--- src/rtl/leb128_enc_i32_if.sv ---
// Byte-stream interface for the LEB128 encoder.
// Input side : in_data[31:0], in_valid, in_ready (value handshake)
// Output side: out_data[7:0], out_valid, out_ready, out_last, out_idx[2:0]
// master = value producer / byte consumer, slave = encoder.
interface leb128_enc_i32_if;
  logic [31:0] in_data;
  logic        in_valid;
  logic        in_ready;
  logic [7:0]  out_data;
  logic        out_valid;
  logic        out_ready;
  logic        out_last;
  logic [2:0]  out_idx;

  modport master (
    output in_data, in_valid, out_ready,
    input  in_ready, out_data, out_valid, out_last, out_idx
  );

  modport slave (
    input  in_data, in_valid, out_ready,
    output in_ready, out_data, out_valid, out_last, out_idx
  );
endinterface

--- src/rtl/leb128_enc_i32.sv ---
// Serial LEB128 encoder: takes one 32-bit value per transaction and emits its
// LEB128 bytes one per cycle on a valid/ready stream.
// Ports:
//   clk   - clock, rising edge
//   reset - asynchronous active-high reset
//   bus   - leb128_enc_i32_if.slave (value input handshake, byte output stream)
// Parameter SIGNED: 1 = SLEB128 (arithmetic shift, sign-aware end),
//                   0 = ULEB128 (logical shift, zero end).
// Optional macro LEB128_ENC_PAD5_EN: always emit exactly 5 bytes (padded).
module leb128_enc_i32 #(
  parameter bit SIGNED = 1'b1
) (
  input  logic              clk,
  input  logic              reset,
  leb128_enc_i32_if.slave   bus
);

  localparam int unsigned DATA_W = 32;
  localparam int unsigned BYTE_W = 8;
  localparam int unsigned IDX_W  = 3;
  localparam int unsigned LAST_IDX = 4;

  typedef enum logic {
    S_IDLE,
    S_SEND
  } state_e;

  state_e              state_q, state_d;
  logic [DATA_W-1:0]   v_q, v_d;
  logic [IDX_W-1:0]    idx_q, idx_d;

  logic [DATA_W-1:0]   r_c;
  logic                done_c;

  // Remaining value after the current 7-bit group is consumed.
  assign r_c = SIGNED ? $unsigned($signed(v_q) >>> 7) : (v_q >> 7);

  // Last byte: padded mode stops at a fixed index, otherwise once the
  // remainder is pure sign/zero extension of the emitted payload.
`ifdef LEB128_ENC_PAD5_EN
  assign done_c = (idx_q == IDX_W'(LAST_IDX));
`else
  always_comb begin
    if (SIGNED) begin
      done_c = ((r_c == '0) && !v_q[6]) || ((r_c == '1) && v_q[6]);
    end else begin
      done_c = (r_c == '0);
    end
  end
`endif

  // State register.
  always_ff @(posedge clk or posedge reset) begin
    if (reset) begin
      state_q <= S_IDLE;
      v_q     <= '0;
      idx_q   <= '0;
    end else begin
      state_q <= state_d;
      v_q     <= v_d;
      idx_q   <= idx_d;
    end
  end

  // Next state and stream outputs; outputs are a direct function of V/idx.
  always_comb begin
    state_d       = state_q;
    v_d           = v_q;
    idx_d         = idx_q;
    bus.in_ready  = 1'b0;
    bus.out_valid = 1'b0;
    bus.out_data  = '0;
    bus.out_last  = 1'b0;
    bus.out_idx   = '0;

    unique case (state_q)
      S_IDLE: begin
        bus.in_ready = 1'b1;
        if (bus.in_valid) begin
          v_d     = bus.in_data;
          idx_d   = '0;
          state_d = S_SEND;
        end
      end
      S_SEND: begin
        bus.out_valid = 1'b1;
        bus.out_data  = BYTE_W'({~done_c, v_q[6:0]});
        bus.out_last  = done_c;
        bus.out_idx   = idx_q;
        // Without out_ready everything holds, so the byte stays stable.
        if (bus.out_ready) begin
          if (done_c) begin
            state_d = S_IDLE;
          end else begin
            v_d   = r_c;
            idx_d = idx_q + IDX_W'(1);
          end
        end
      end
      default: state_d = S_IDLE;
    endcase
  end

endmodule

--- src/flat_wrapper.sv ---
// flat-port wrapper written by rule: the top's interface ports become plain ports
module leb128_enc_i32_flat 
#(
  parameter bit SIGNED = 1'b1
)
  (clk, reset, bus_in_data, bus_in_valid, bus_out_ready, bus_in_ready, bus_out_data, bus_out_valid, bus_out_last, bus_out_idx);
  leb128_enc_i32_if bus_i ();
  input  logic clk;
  input  logic reset;
  input wire logic [$bits(bus_i.in_data)-1:0] bus_in_data;
  input wire logic [$bits(bus_i.in_valid)-1:0] bus_in_valid;
  input wire logic [$bits(bus_i.out_ready)-1:0] bus_out_ready;
  output wire logic [$bits(bus_i.in_ready)-1:0] bus_in_ready;
  output wire logic [$bits(bus_i.out_data)-1:0] bus_out_data;
  output wire logic [$bits(bus_i.out_valid)-1:0] bus_out_valid;
  output wire logic [$bits(bus_i.out_last)-1:0] bus_out_last;
  output wire logic [$bits(bus_i.out_idx)-1:0] bus_out_idx;
  assign bus_i.in_data = bus_in_data;
  assign bus_i.in_valid = bus_in_valid;
  assign bus_i.out_ready = bus_out_ready;
  assign bus_in_ready = bus_i.in_ready;
  assign bus_out_data = bus_i.out_data;
  assign bus_out_valid = bus_i.out_valid;
  assign bus_out_last = bus_i.out_last;
  assign bus_out_idx = bus_i.out_idx;
  leb128_enc_i32 #(.SIGNED(SIGNED)) u_core (.clk(clk), .reset(reset), .bus(bus_i));
endmodule
--- config.mk ---
export PLATFORM = sky130hd
export DESIGN_NAME = leb128_enc_i32_flat
export DESIGN_NICKNAME = d
export VERILOG_FILES = /design/src/rtl/leb128_enc_i32_if.sv /design/src/rtl/leb128_enc_i32.sv /design/src/flat_wrapper.sv
export SDC_FILE = /design/constraint.sdc
export NUM_CORES = 1
export LEC_CHECK = 0
export ABC_AREA = 1
export BUFFER_PORTS_ARGS = -buffer_cell sky130_fd_sc_hd__buf_4
export CORE_MARGIN = 2
export CORE_UTILIZATION = 30
export DETAILED_ROUTE_END_ITERATION = 10
export PLACE_DENSITY = 0.61
export SLEW_MARGIN = 20
export SYNTH_ARGS = -nofsm -noshare
export SYNTH_HDL_FRONTEND = slang
export SYNTH_SLANG_ARGS = --single-unit
--- constraint.sdc ---
create_clock -name clk -period 1.5 [get_ports clk]
set_input_delay 0.075 -clock clk [delete_from_list [all_inputs] [get_ports clk]]
set_output_delay 0.075 -clock clk [all_outputs]
set_load 0.03 [all_outputs]
Yosys cells after proc, flatten, opt, wreduce, memory -nomap -nowiden:

Index checks and enable logic that the tools add are counted.

* register bits: 36
* bits in latches: 0
* memory bits (writable): 0
* memory bits (read-only): 0
* output and inout bits: 14
* memories kept: 0

* $add $sub $neg: 1
* multiply operators: 0
* divide/modulo/power cells: 0
* $lt $le $gt $ge: 0
* equal/unequal tests: 4
* shift operators: 0
* muxes and demuxes: 17
* bitwise operators: 2
* reduce and logical (&&, ||, !) cells: 7

Operator list (number)
* two-way mux 32 bit: 2
* case mux 32 bit (2 select lines): 1
* == test 32 bit, second input constant: 1
* zero test 32 bit: 1
* two-way mux 31 bit: 1
* two-way mux 3 bit: 4
* two-way mux 8 bit: 1
* two-way mux 1 bit: 6
* inequality test 2 bit, second input constant: 3
* case mux 3 bit (2 select lines): 1
* adder 3 x 1 -> 3 bit, second input constant: 1
* AND reduction 3 bit: 1
* logical AND 1 bit: 2
* NOT 1 bit: 2
* case mux 1 bit (2 select lines): 1
* AND reduction 2 bit: 1
* zero test 1 bit: 1
* logical OR 1 bit: 1

Logic depth before layout (Yosys ltp):

* depth in word-level cells: 6
* mapped depth: 11

Worst setup path before layout:

No wires, ideal clock.

* path type: flip-flop to output port
* from: register u_core.state_q
* to: output bus_out_last
* data arrival time: 1.636 ns
* data required time: 1.425 ns
* path slack: -0.211 ns
* cell stages (with the launch flop): 6
* buffers on the path: 3
* cells stage by stage: dfrtp_1 -> buf_4 -> inv_2 -> buf_2 -> buf_2 -> a21oi_1

* cells in the longest elaborated chain, start to end: 1

RTL lines
* start: declaration: RTL line leb128_enc_i32.sv:28 `state_e state_q, state_d;`
* start signal: assignment: RTL line leb128_enc_i32.sv:59 `state_q <= state_d;`
* two-way mux 1 bit: RTL line leb128_enc_i32.sv:76 `unique case (state_q)`
* end: declaration: RTL line flat_wrapper.sv:16 `output wire logic [$bits(bus_i.out_last)-1:0] bus_out_last;`

No other way between the ends.

Worst setup path in the final report:

* from: register u_core.v_q[20]
* to: output bus_out_last

* cells in the longest elaborated chain, start to end: 4
* elaborated cells between the ends (all ways): 6
* classes of those cells: eq/ne: 1; mux: 1; reduce/logical: 4

RTL lines
* start: declaration: RTL line leb128_enc_i32.sv:29 `logic [DATA_W-1:0] v_q, v_d;`
* start signal: assignment: RTL line leb128_enc_i32.sv:60 `v_q <= v_d;`
* == test 32 bit or zero test 32 bit (tied branches): RTL line leb128_enc_i32.sv:45 `done_c = ((r_c == '0) && !v_q[6]) || ((r_c == '1) && v_q[6]);`
* logical AND 1 bit: RTL line leb128_enc_i32.sv:45
* logical OR 1 bit *: RTL line leb128_enc_i32.sv:45
* two-way mux 1 bit *: RTL line leb128_enc_i32.sv:76

Every way passes the cells marked *; elsewhere a longest branch is shown, timed or not.

==> results.md <==
- Status: complete, but fails checks
- Failing checks: setup timing
- Power, Total: 5.60 mW
- Hold EP: u_core.v_q[31]$_DFFE_PP0P_
- Number of placed I/O pins: 50
- GPL Wtd Cong: 0.810
- Most used cells in the layout excluding fill and tap cells: 128 x nand2_1, 77 x buf_4, 48 x nand3_1
- Initial antenna violation count: 0
- Starting Density: 31.4%
- Critical R2R Capture: u_core.v_q[9]$_DFFE_PP0P_
- Finished Cell Area: 3410 µm²
- Largest net degree at the start of global routing: 37
- Post-route minimum period: 1760 ps
- Detailed-route wire length per cell: 13.4 µm
- Synth top area share: 39.1%
- Die span in x: 91.6 µm
- First-pass GRT wire length: 11.2 mm
- Routed Antenna Nets: 0
- Seq/Total Area, Yosys: 39.1%
- Detail Route met2 WL: 3.37 mm
- XOR/XNOR Fraction of Synth Area: 0.380%
- Hold wc startpoint: bus_in_data[31]
- Max FO, Critical Path: 3
- Worst Path Required: 1420 ps
- Post-Syn Area: 2300 µm²
- Peak VDD IR: 473 µV
- Clock Path Buffers: 2
- Synth area leader: dfrtp_1
- Max-slew headroom: 66.9%
- Detailed placement HPWL: 4.32 mm
- Pleak: 1.82 nW
- Mux contribution to synthesized area: 0.489%
- Syn-to-layout area delta: 48.2%
- Clk pin slew, worst setup/hold paths: 70 ps
- Hold depth: 2
- Gr usage total: 16.6%
- Sw frac: 41.6%
- Synth cell types: 23
- Slew @ Worst Pin: 496 ps
- Placed cell areas: 2870 µm²
- Drc violations: 0
- Critical R2R Launch: u_core.v_q[20]$_DFFE_PP0P_
- DRT Pass-1 Iters: 4
- GRT overflow: 0
- Commonest non-fill, non-tap cell in the layout: nand2_1
- Core region area: 7330 µm²
- Worst hold path class: in -> reg
- Clk pwr share: 13.5%
- Internal Power: 3.27 mW
- Share of post-route cells with drive strength above 1: 37.3%
- Switching power: 2.33 mW
- H-tree depth: 2
- Worst skew pair latency: 290 ps
- Drt initial violations: 100
- Post-Synth Adder-Cell Area: 0.543%
- Power per cell area: 1640 nW/µm²
- Slew Limit Fails: 0
- Mean Syn Cell Area: 7.02 µm²
- Simple-gate share of the synthesized area: 46.7%
- Unrepaired setup endpoints after global routing: true
- Total Nets Final: 450
- CTS buffer count: 5
- Final Skew: 4.22 ps
- Vias in the first global route: 2,447
- Cells after Synth: 328
- DR vias: 2,426
- Antenna cell count: 0
- Final hold vios: 0
- Comb pwr share: 54.5%
- Final Cycle Share: 117%
- Post-synthesis sequential element count: 36
- Achievable frequency: 568 MHz
- Critical path class: reg -> out
- Die Ht: 91.6 µm
- Vias per cell: 4.74
- Seq pwr share: 32.0%
- Max layer used: met4
- Routed WL: 6.84 mm
- Setup crit start kind: flop
- Worst r2r path cells: 12
- Synth Area in Compound Gates: 2.82%
- Yosys Warn Count: 0
- Final setup viols: 36
- Worst path arrival time: 1690 ps
- Routed wl met3: 281 µm
- Die ar.: 8400 µm²
- Setup WS post-layout: -261 ps
- Critical path endpoint category: output pin
- Nets in the synthesized netlist: 365
- Std cell rows: 31
- Largest family of logic cells by synthesized area: simple AND/OR/NAND/NOR gates
- Synth top area cells: dfrtp_1 39%, nand2_1 21%, nand3_1 12%, nand3_2 7.4%, inv_1 4.1%
- # port buffers: 49
- CTS tree: yes
- M1 WL: 3.04 mm
- Max-cap violations: 0
- Reg2reg setup slack: -230 ps
- CTS root buf: clkbuf_8
- Sink Count: 36
==> registers in the layout, indices dropped and copies added, names as in the netlist <==
| signal | count |
|---|---|
| u_core.idx_q | 3 |
| u_core.v_q | 32 |
| u_core.state_q | 1 |
==> power groups by stage <==
stage	Combinational, mW	Clock (mW)	Sequential (mW)
final	3.05	0.755	1.79
after CTS	2.78	0.770	1.76
after detailed placement	2.40	0	1.79
after floorplan	1.70	0	1.70
after global placement	2.37	0	1.77
after global routing	3.40	0.814	1.84
==> how the worst max path moves through the flow <==
stage	to	startpoint	slack, ps	depth (start not counted)
after global routing	bus_out_last	u_core.v_q[20]$_DFFE_PP0P_	-380	9
after floorplan	u_core.v_q[20]$_DFFE_PP0P_	u_core.state_q$_DFF_PP0_	30	8
after detailed placement	u_core.v_q[11]$_DFFE_PP0P_	u_core.v_q[20]$_DFFE_PP0P_	-40	11
after CTS	bus_out_last	u_core.v_q[22]$_DFFE_PP0P_	-240	9
final	bus_out_last	u_core.v_q[20]$_DFFE_PP0P_	-260	9
after global placement	u_core.v_q[11]$_DFFE_PP0P_	u_core.v_q[20]$_DFFE_PP0P_	-10	11
==> per-layer routing <==
metal,track usage [%],vias up
met3,3.37,11
met5,0,-
li1,-,1204
met4,7.07,0
met2,28.2,58
met1,20.5,1153
==> Yosys cell counts <==
master      n
a21oi_1     1
and2_1      1
buf_2       6
buf_4       6
buf_6       3
clkbuf_1    6
dfrtp_1    36
ha_1        1
inv_1      25
inv_2       1
mux2_2      1
nand2_1   130
nand2_2     3
nand2_4     1
nand3_1    54
nand3_2    17
nand4_1     1
nand4_4     1
nor2_1     19
nor2_2      1
o21ai_0    12
or2_1       1
xor2_1      1
==> metrics by stage <==
step	utilization (%)	hold slack, ps	cells	setup TNS, ps	setup WS, ps
6_report	46.6	9.84	512	-7560	-261
5_1_grt	46.6	7.17	512	-11500	-376
4_1_cts	44.6	9.03	503	-5210	-237
3_5_place_dp	39.1	229	475	-483	-41.8
3_3_place_gp	39.1	226	475	-10.2	-10.2
2_1_floorplan	-	220	328	0	28.9
==> cells by family (layout without fill, tap and decap cells) <==
group	count (synthesis)	after routing
compound gates	13	13
fa+ha+maj	1	1
simple gates	229	229
buf+inv	47	132
xor+xnor	1	1
flops	36	36
mux	1	1
==> layout make-up <==
type                    instances  area (µm²)
clock buffers                   7        96.3
multi-input cells             245        1250
flip-flops and latches         36         902
inverters                      26         100
repair buffers                 99         942
fillers                       725        3920
well taps                      99         124
==> timing repair <==
action,CTS,global route
pin swaps,12,19
setup buffers,24,9
hold buffers,1,0
hold endpoints to repair,36,0
resized for setup,18,23
cloned,4,0
setup endpoints to repair,31,36
==> worst max-delay path: stages (launching register included) <==
cell and delay (ps):
dfrtp_1 410, inv_1 90, nand2_1 70, nor2_2 130, nand2_1 80, nor2_2 90
nand2_2 90, buf_6 130, a21oi_4 150, buf_6 150
Power figures use the tool's default switching activity.
